==> config.mk <==
export PLATFORM = sky130hd
export DESIGN_NAME = ui_digit_editor
export DESIGN_NICKNAME = d
export VERILOG_FILES = /design/src/rtl/ui_digit_editor.sv
export SDC_FILE = /design/constraint.sdc
export NUM_CORES = 1
export LEC_CHECK = 0
export CAP_MARGIN = 20
export CORE_UTILIZATION = 54
export CTS_CLUSTER_SIZE = 30
export DETAILED_ROUTE_END_ITERATION = 8
export GPL_TIMING_DRIVEN = 0
export PLACE_DENSITY = 0.87
export SLEW_MARGIN = 20
export SYNTH_ARGS = -nofsm -noshare
export SYNTH_HDL_FRONTEND = slang
export SYNTH_SLANG_ARGS = --single-unit
==> constraint.sdc <==
create_clock -name clock -period 3 [get_ports clock]
set_input_delay 0.6 -clock clock [delete_from_list [all_inputs] [get_ports clock]]
set_output_delay 0.6 -clock clock [all_outputs]
set_load 0.05 [all_outputs]
==> src/rtl/ui_digit_editor.sv <==
// Front-panel editor: synchronised/debounced buttons drive a 5-bit cursor over a
// 32-bit digit image, plus a prescaled free-running slow_clock time base.

module ui_debounce #(
    parameter int DEBOUNCE_CYCLES = 16
) (
    input  logic clock,
    input  logic reset_n,
    input  logic raw,
    output logic press
);
    logic        sync1, sync2, state;
    logic [15:0] cnt;
    logic        flip;

    // Flip on the DEBOUNCE_CYCLES-th consecutive differing sample.
    assign flip  = (sync2 != state) && (cnt == 16'(DEBOUNCE_CYCLES - 1));
    assign press = flip && !state;

    always_ff @(posedge clock) begin
        if (!reset_n) begin
            sync1 <= 1'b0;
            sync2 <= 1'b0;
            state <= 1'b0;
            cnt   <= '0;
        end else begin
            sync1 <= raw;
            sync2 <= sync1;
            if (sync2 == state) begin
                cnt <= '0;
            end else if (flip) begin
                state <= ~state;
                cnt   <= '0;
            end else begin
                cnt <= cnt + 16'd1;
            end
        end
    end
endmodule

module ui_digit_editor #(
    parameter int DEBOUNCE_CYCLES = 16,
    parameter int PRESCALE        = 1000000
) (
    input  logic        clock,
    input  logic        reset_n,
    input  logic        prog_running,
    input  logic        btn_left,
    input  logic        btn_right,
    input  logic        btn_toggle,
    input  logic        load_valid,
    input  logic [31:0] load_data,
    output logic [4:0]  digit,
    output logic [31:0] digits,
    output logic [31:0] slow_clock,
    output logic        edit_strobe
);
    localparam int PW = $clog2(PRESCALE);

    logic [2:0]    press;
    logic          ev_left, ev_right, ev_toggle;
    logic [PW-1:0] prescaler;

    // One debouncer per button: [0]=left, [1]=right, [2]=toggle.
    ui_debounce #(.DEBOUNCE_CYCLES(DEBOUNCE_CYCLES)) u_db [2:0] (
        .clock  (clock),
        .reset_n(reset_n),
        .raw    ({btn_toggle, btn_right, btn_left}),
        .press  (press)
    );

    // Debouncing keeps running while locked out; only the events are dropped.
    assign ev_left   = press[0] && !prog_running;
    assign ev_right  = press[1] && !prog_running;
    assign ev_toggle = press[2] && !prog_running;

    always_ff @(posedge clock) begin
        if (!reset_n) begin
            digit       <= '0;
            digits      <= '0;
            edit_strobe <= 1'b0;
        end else begin
            if (ev_left && !ev_right)
                digit <= digit + 5'd1;
            else if (ev_right && !ev_left)
                digit <= digit - 5'd1;

            // Toggle uses the pre-move cursor; a load on the same edge wins.
            if (load_valid)
                digits <= load_data;
            else if (ev_toggle)
                digits[digit] <= ~digits[digit];

            edit_strobe <= ev_toggle && !load_valid;
        end
    end

    always_ff @(posedge clock) begin
        if (!reset_n) begin
            prescaler  <= '0;
            slow_clock <= '0;
        end else if (prescaler == PW'(PRESCALE - 1)) begin
            prescaler  <= '0;
            slow_clock <= slow_clock + 32'd1;
        end else begin
            prescaler <= prescaler + PW'(1);
        end
    end
endmodule

==> impl_metrics.env, run 1 <==
export IMPL_dieArea_um2=13600
export IMPL_total_power_w=0.00436
export IMPL_synth_nets=847
export IMPL_ys_types=58
export IMPL_min_path_cells=1
export IMPL_netlist_instances=798
export IMPL_finalWorstSetupSlack_ps=88.5
export IMPL_outcome="finished, final reports clean"
export IMPL_ioPinCount=109
export IMPL_die_height_um=117
export IMPL_crit_type="reg2reg"
export IMPL_finalSetupViolCount=0
export IMPL_syn_area_per_cell_um2=8.92
export IMPL_tightestPinTransition_ps=768
export IMPL_routed_wl_um=18200
export IMPL_powerDensity_nw_per_um2=484
export IMPL_synth_edf_count=0
export IMPL_hold_viol=0
export IMPL_fmax_mhz=343
export IMPL_grt_pass1_vias=6125
export IMPL_dp_cells=1078
export IMPL_worst_path_buf_inv=1
export IMPL_crit_cells=12
export IMPL_placementRows=41
export IMPL_worstSkewPairLatency_ps=420
export IMPL_drive_gt1_share_pct=7.90
export IMPL_crit_path_end_kind="flip-flop"
export IMPL_port_buffers=108
export IMPL_post_route_period_util_pct=97.1
export IMPL_worst_r2r_cell_count=12
export IMPL_fp_dieW_um=117
export IMPL_via_count=6554
export IMPL_hpwlAfterDp_um=12700
export IMPL_cts_tree="done"
export IMPL_vias_per_cell=5.91
export IMPL_drt_pass1_iter_count=6
export IMPL_antenna_found_initial=0
export IMPL_overflow=0
export IMPL_clock_sinks=147
export IMPL_crit_required_ps=3360
export IMPL_drv_cap=0
export IMPL_area_delta_synth_final_pct=26.5
export IMPL_yosys_warnings=0
export IMPL_grtUsageTotal_pct=27.4
export IMPL_fillers=980
export IMPL_diodes=0
export IMPL_postRouteAntennaNets=0
export IMPL_final_util_pct=70.8
export IMPL_drc=0
export IMPL_clockBufferDepth=2
export IMPL_multi_input_area_um2=3970
export IMPL_place_gp_congestion=0.875
export IMPL_core_um2=12700
export IMPL_cts_clk_slew_worst_paths_ps=60
export IMPL_crit_arrival_ps=3270
export IMPL_fin_skew_ps=6.10
export IMPL_synth_async_reset_ratio_pct=0
export IMPL_crit_family="simple AND/OR/NAND/NOR gates"
export IMPL_cpPeakStageDelay_ps=400
export IMPL_ys_seq_area_share_pct=41.3
export IMPL_start_util_pct=56.0
export IMPL_ys_ff_latch=147
export IMPL_crit_slowest_cell="fa_1"
export IMPL_vdd_drop_max_mv=0.286
export IMPL_grt_start_max_net_pins=17
export IMPL_nets=973
export IMPL_syn_area_um2=7120
export IMPL_cp_max_fo=6
export IMPL_synth_flop_cell="dfxtp_1"
export IMPL_wl_per_cell_um=16.4
export IMPL_cts_buffers=17
export IMPL_critPathLaunchType="flip-flop"
export IMPL_timing_hold_worst_class="reg2reg"
export IMPL_drv_slew=0
export IMPL_crit_chain="ha_1, and3_4, nand4_1, nor4_2, ha_2, inv_2, fa_1, a21o_1, a21oi_2, xnor2_1, or3_1, a21oi_1"
export IMPL_root_buffer="clkbuf_16"
export IMPL_period_minus_slack_ps=2910
export IMPL_cts_htree_levels=4
export IMPL_instances_no_fill=1109
export IMPL_grt_pass1_wl_um=29000
export IMPL_dp_slack_ps=-275
export IMPL_power_leakage_nw=3.13
export IMPL_slew_headroom_pct=48.8
export IMPL_drtIter0Drc=569
export IMPL_regArea_um2=2940
## power by group
group	switching, W	leakage [nW]	internal (W)
clock network	0.000800	0.278	0.00119
logic	0.000203	1.66	0.000152
registers	0.0000279	1.19	0.00199
total	0.00103	3.13	0.00333
## routing by layer
metal,vias up,global-route usage (%),wire length (um)
li1,3147,-,-
met1,3092,32.7,7640
met2,264,47.2,8800
met3,51,6.08,1220
met4,0,12.7,536
met5,-,0,0
## kinds of logic (layout without fill, tap and decap cells)
family | count (synthesis) | count (layout) | share of synthesized area, %
buf+inv | 57 | 196 | 3.44
mux | 45 | 45 | 7.45
simple gates | 341 | 341 | 24.9
fa+ha+maj | 10 | 10 | 1.86
xor+xnor | 75 | 75 | 9.23
flops | 147 | 147 | 41.3
compound gates | 123 | 123 | 11.8
## cells in the mapped netlist (2+ instances only)
| cell type | instances | area [um^2] |
|---|---|---|
| inv_1 | 15 | 56.3 |
| nand2b_1 | 5 | 31.3 |
| nand4_1 | 29 | 181 |
| mux2_2 | 4 | 45.0 |
| a21oi_1 | 27 | 135 |
| xnor2_1 | 41 | 359 |
| o21ai_0 | 44 | 220 |
| and4_1 | 7 | 61.3 |
| a21o_1 | 2 | 15.0 |
| and3_1 | 16 | 100 |
| nor2b_1 | 8 | 50.1 |
| xor2_1 | 34 | 298 |
| or4_1 | 8 | 60.1 |
| buf_4 | 2 | 15.0 |
| nor3b_1 | 6 | 45.0 |
| clkbuf_1 | 30 | 113 |
| nor4_1 | 14 | 87.6 |
| o31ai_1 | 9 | 67.6 |
| nor2_1 | 111 | 417 |
| nand3b_1 | 3 | 22.5 |
| and2_1 | 7 | 43.8 |
| or3_2 | 2 | 15.0 |
| or3_1 | 12 | 75.1 |
| nand2_1 | 43 | 161 |
| nand4bb_1 | 2 | 22.5 |
| or2_2 | 3 | 18.8 |
| nor3_1 | 13 | 65.1 |
| mux4_2 | 6 | 135 |
| buf_1 | 3 | 11.3 |
| buf_2 | 5 | 25.0 |
| o211a_1 | 3 | 30.0 |
| dfxtp_1 | 147 | 2940 |
| mux2i_1 | 35 | 350 |
| ha_1 | 9 | 113 |
| or2_1 | 2 | 12.5 |
| o311a_1 | 27 | 270 |
| or4_2 | 4 | 35.0 |
| nand3_1 | 40 | 200 |
## layout make-up
type / instances / share of cell area, %
Buffer: 41 / 2.06
Inverter: 15 / 0.625
Multi-Input combinational cell: 594 / 44.1
Tap cell: 172 / 2.39
Sequential cell: 147 / 32.7
Timing Repair Buffer: 108 / 12.0
Clock buffer: 21 / 5.23
Clock inverter: 11 / 0.945
## placed cells by master, fill, tap and decap left out, types with 5 or more instances in the layout
cell type and instances:
xnor2_1 41, and2_1 7, and4_1 7, mux4_2 6
buf_2 5, or3_1 12, a21oi_1 26, or4_1 8
xor2_1 34, and3_1 14, nand2b_1 5, nand4_1 29
inv_1 14, clkbuf_16 17, clkinv_2 8, clkdlybuf4s50_1 108
nor2_1 111, o311a_1 27, clkbuf_1 30, nor4_1 13
o31ai_1 9, ha_1 7, o21ai_0 44, nand2_1 43
dfxtp_1 146, nor3b_1 6, nor2b_1 8, nand3_1 40
mux2i_1 35, nor3_1 13
## registers in the layout, summed over array words and instances (netlist names)
signal and count:
digits 32, u_db.state 3, slow_clock 32, u_db.sync2 3, prescaler 20, u_db.cnt 48, digit 5, u_db.sync1 3
edit_strobe 1
## what timing repair did
| action | in CTS | in global routing |
|---|---|---|
| setup endpoints to repair | 1 | 1 |
| hold buffers | 0 | 0 |
| pin swaps | 0 | 0 |
| gates resized for setup | 2 | 9 |
| hold endpoints to repair | 0 | 0 |
| buffers inserted | 0 | 0 |
## stage by stage
step / cell area, um^2 / setup TNS, ps / hold slack (ps)
2_1_floorplan: 7120 / 0 / 412
3_3_place_gp: 8420 / -180 / 419
3_5_place_dp: 8420 / -327 / 422
4_1_cts: 8970 / 0 / 436
5_1_grt: 9000 / -86.6 / 458
6_report: 9000 / 0 / 434
## final timing paths
path / from / end / slack, ps
worst max-delay path: u_db[0].cnt[0] / digit[4] / 90
worst min-delay path: u_db[1].sync1 / u_db[1].sync2 / 430
worst max register to register: u_db[0].cnt[0] / digit[4] / 90
worst min register to register: u_db[1].sync1 / u_db[1].sync2 / 430
No activity file was read; power rests on OpenSTA's default activity.
==> run 2: changes to the inputs <==
--- a/config.mk
+++ b/config.mk
@@ -5,12 +5,13 @@
 export SDC_FILE = /design/constraint.sdc
 export NUM_CORES = 1
 export LEC_CHECK = 0
+export ABC_CLOCK_PERIOD_IN_PS = 3000
 export CAP_MARGIN = 20
-export CORE_UTILIZATION = 54
+export CORE_UTILIZATION = 41
 export CTS_CLUSTER_SIZE = 30
 export DETAILED_ROUTE_END_ITERATION = 8
 export GPL_TIMING_DRIVEN = 0
-export PLACE_DENSITY = 0.87
+export PLACE_DENSITY = 0.7
 export SLEW_MARGIN = 20
 export SYNTH_ARGS = -nofsm -noshare
 export SYNTH_HDL_FRONTEND = slang
==> run 2 against run 1 <==
Effect of this change:
- utilization decreased by 17 points
- sequential power about the same
- worst setup slack improved by 84 ps
- critical path depth unchanged
- routed wire length decreased by 3.0%
- power increased by 0.66%
- register-to-register slack improved by 80 ps
==> impl_metrics.env, run 2 (same netlist as run 1, synthesis figures left out) <==
export IMPL_routed_wl_um=17700
export IMPL_crit_required_ps=3360
export IMPL_crit_slowest_cell="or4_1"
export IMPL_tns_ps=0
export IMPL_regArea_um2=2940
export IMPL_rsz0062_at_grt="no"
export IMPL_port_buffers=108
export IMPL_cpPeakStageDelay_ps=500
export IMPL_ioPinCount=109
export IMPL_crit_cells=12
export IMPL_endpoint="digit[4]"
export IMPL_drive_gt1_share_pct=8.00
export IMPL_final_cell_mix="dfxtp_1 (146), nor2_1 (111), clkdlybuf4s50_1 (108)"
export IMPL_slew_headroom_pct=47.3
export IMPL_vdd_drop_max_mv=0.456
export IMPL_largest_reg_flops=48
export IMPL_crit_chain="ha_4, and3_4, nand4_1, or4_1, ha_2, inv_2, ha_1, a21o_1, a21oi_1, xnor2_1, or3_1, a21oi_2"
export IMPL_wl_per_cell_um=15.2
export IMPL_cts_tree="done"
export IMPL_drv_cap=0
export IMPL_crit_path_end_kind="flip-flop"
export IMPL_drtIter0Drc=363
export IMPL_worst_r2r_cell_count=12
export IMPL_via_count=6367
export IMPL_powerDensity_nw_per_um2=484
export IMPL_crit_type="reg2reg"
export IMPL_critPathLaunchType="flip-flop"
export IMPL_start_util_pct=42.5
export IMPL_r2r_start="u_db[1].cnt[1]"
export IMPL_drt_pass1_iter_count=5
export IMPL_grt_start_max_net_pins=17
export IMPL_root_buffer="clkbuf_16"
export IMPL_period_minus_slack_ps=2830
export IMPL_hpwlAfterDp_um=12800
export IMPL_grt_pass1_wl_um=29000
export IMPL_grt_pass1_vias=5976
export IMPL_crit_family="simple AND/OR/NAND/NOR gates"
export IMPL_timing_hold_worst_class="reg2reg"
export IMPL_vias_per_cell=5.50
export IMPL_final_util_pct=54.2
export IMPL_reg2reg_to="digit[4]"
export IMPL_postLayoutCellArea_um2=9080
export IMPL_diodes=0
export IMPL_regMostFlops="u_db.cnt"
export IMPL_cp_startpoint="u_db[1].cnt[1]"
export IMPL_finalSetupViolCount=0
export IMPL_die_height_um=134
export IMPL_multi_input_area_um2=3970
export IMPL_fin_skew_ps=7.30
export IMPL_postRouteAntennaNets=0
export IMPL_fp_dieW_um=134
export IMPL_fillers=1539
export IMPL_post_route_period_util_pct=94.3
export IMPL_cp_max_fo=4
export IMPL_worstSkewPairLatency_ps=420
export IMPL_rrSetupSlack_ps=170
export IMPL_fmax_mhz=354
export IMPL_core_um2=16800
export IMPL_place_gp_congestion=0.834
export IMPL_final_common_cell="dfxtp_1"
export IMPL_whs_ps=438
export IMPL_cts_clk_slew_worst_paths_ps=60
export IMPL_cts_buffers=17
export IMPL_outcome="finished, final reports clean"
export IMPL_largestRegisters="u_db.cnt x48, digits x32, slow_clock x32"
export IMPL_area_delta_synth_final_pct=27.5
export IMPL_power_leakage_nw=3.13
export IMPL_hold_viol=0
export IMPL_drc=0
export IMPL_placementRows=47
export IMPL_dieArea_um2=17900
export IMPL_grtUsageTotal_pct=20.2
export IMPL_nets=974
export IMPL_total_power_w=0.00439
export IMPL_placed_cell_area_um2=8480
export IMPL_tightestPinTransition_ps=783
export IMPL_antenna_found_initial=0
export IMPL_clockBufferDepth=2
export IMPL_overflow=0
export IMPL_cts_htree_levels=4
export IMPL_crit_arrival_ps=3190
export IMPL_drv_slew=0
export IMPL_clock_sinks=147
export IMPL_worst_path_buf_inv=1
## run 2: changes by cell type in the layout (fill, tap and decap cells not counted), sizes merged
cell      before  now
buf           11   12
inv           15   17
clkbuf        51   50
clkinvlp       2    4
clkinv         8    5
## run 2: timing repair
item / CTS / global route
setup buffers: 0 / 1
endpoints found under the setup margin: 1 / 1
pin swaps: 0 / 2
hold buffers: 0 / 0
gates cloned: 0 / 0
gates resized for setup: 2 / 8
## run 2: routing by layer
metal | vias to the layer above | share of wire, % | global-route usage [%]
met5 | - | 0 | 0
met4 | 0 | 1.9 | 7.89
met3 | 28 | 6.0 | 4.16
met2 | 208 | 45 | 32.2
met1 | 2986 | 47 | 26.7
li1 | 3145 | - | -
## run 2: worst min-delay path by stage
stage	startpoint	slack [ps]	cells after the start	end
detailed placement	u_db[1].sync1	420	1	u_db[1].sync2
finish	u_db[0].sync1	440	1	u_db[0].sync2
global placement	u_db[1].sync1	420	1	u_db[1].sync2
floorplan	u_db[0].sync1	410	1	u_db[0].sync2
global route	prescaler[0]	460	1	prescaler[0]
CTS	u_db[1].sync1	440	1	u_db[1].sync2
## run 2: stage by stage
| stage | instances | setup WS, ps |
|---|---|---|
| CTS | 1157 | 11.2 |
| finish | 1158 | 172 |
| floorplan | 798 | 210 |
| global placement | 1126 | -247 |
| detailed placement | 1126 | -278 |
| global route | 1158 | 27.2 |
## run 2: final cells by class
type	count	share of cell area (%)
buffer	41	2.04
clock buffer	20	5.03
clock inverter	12	1.17
inverter	15	0.620
multi-input combinational	594	43.7
sequential	147	32.4
tap	220	3.03
timing repair buffer	109	12.0
## run 2: where the power goes
part	total, W	internal, W	leakage, nW	switching (W)
Clock	0.00203	0.00118	0.269	0.000843
Sequential	0.00201	0.00199	1.19	0.0000259
Combinational	0.000351	0.000152	1.67	0.000199
Total	0.00439	0.00332	3.13	0.00107
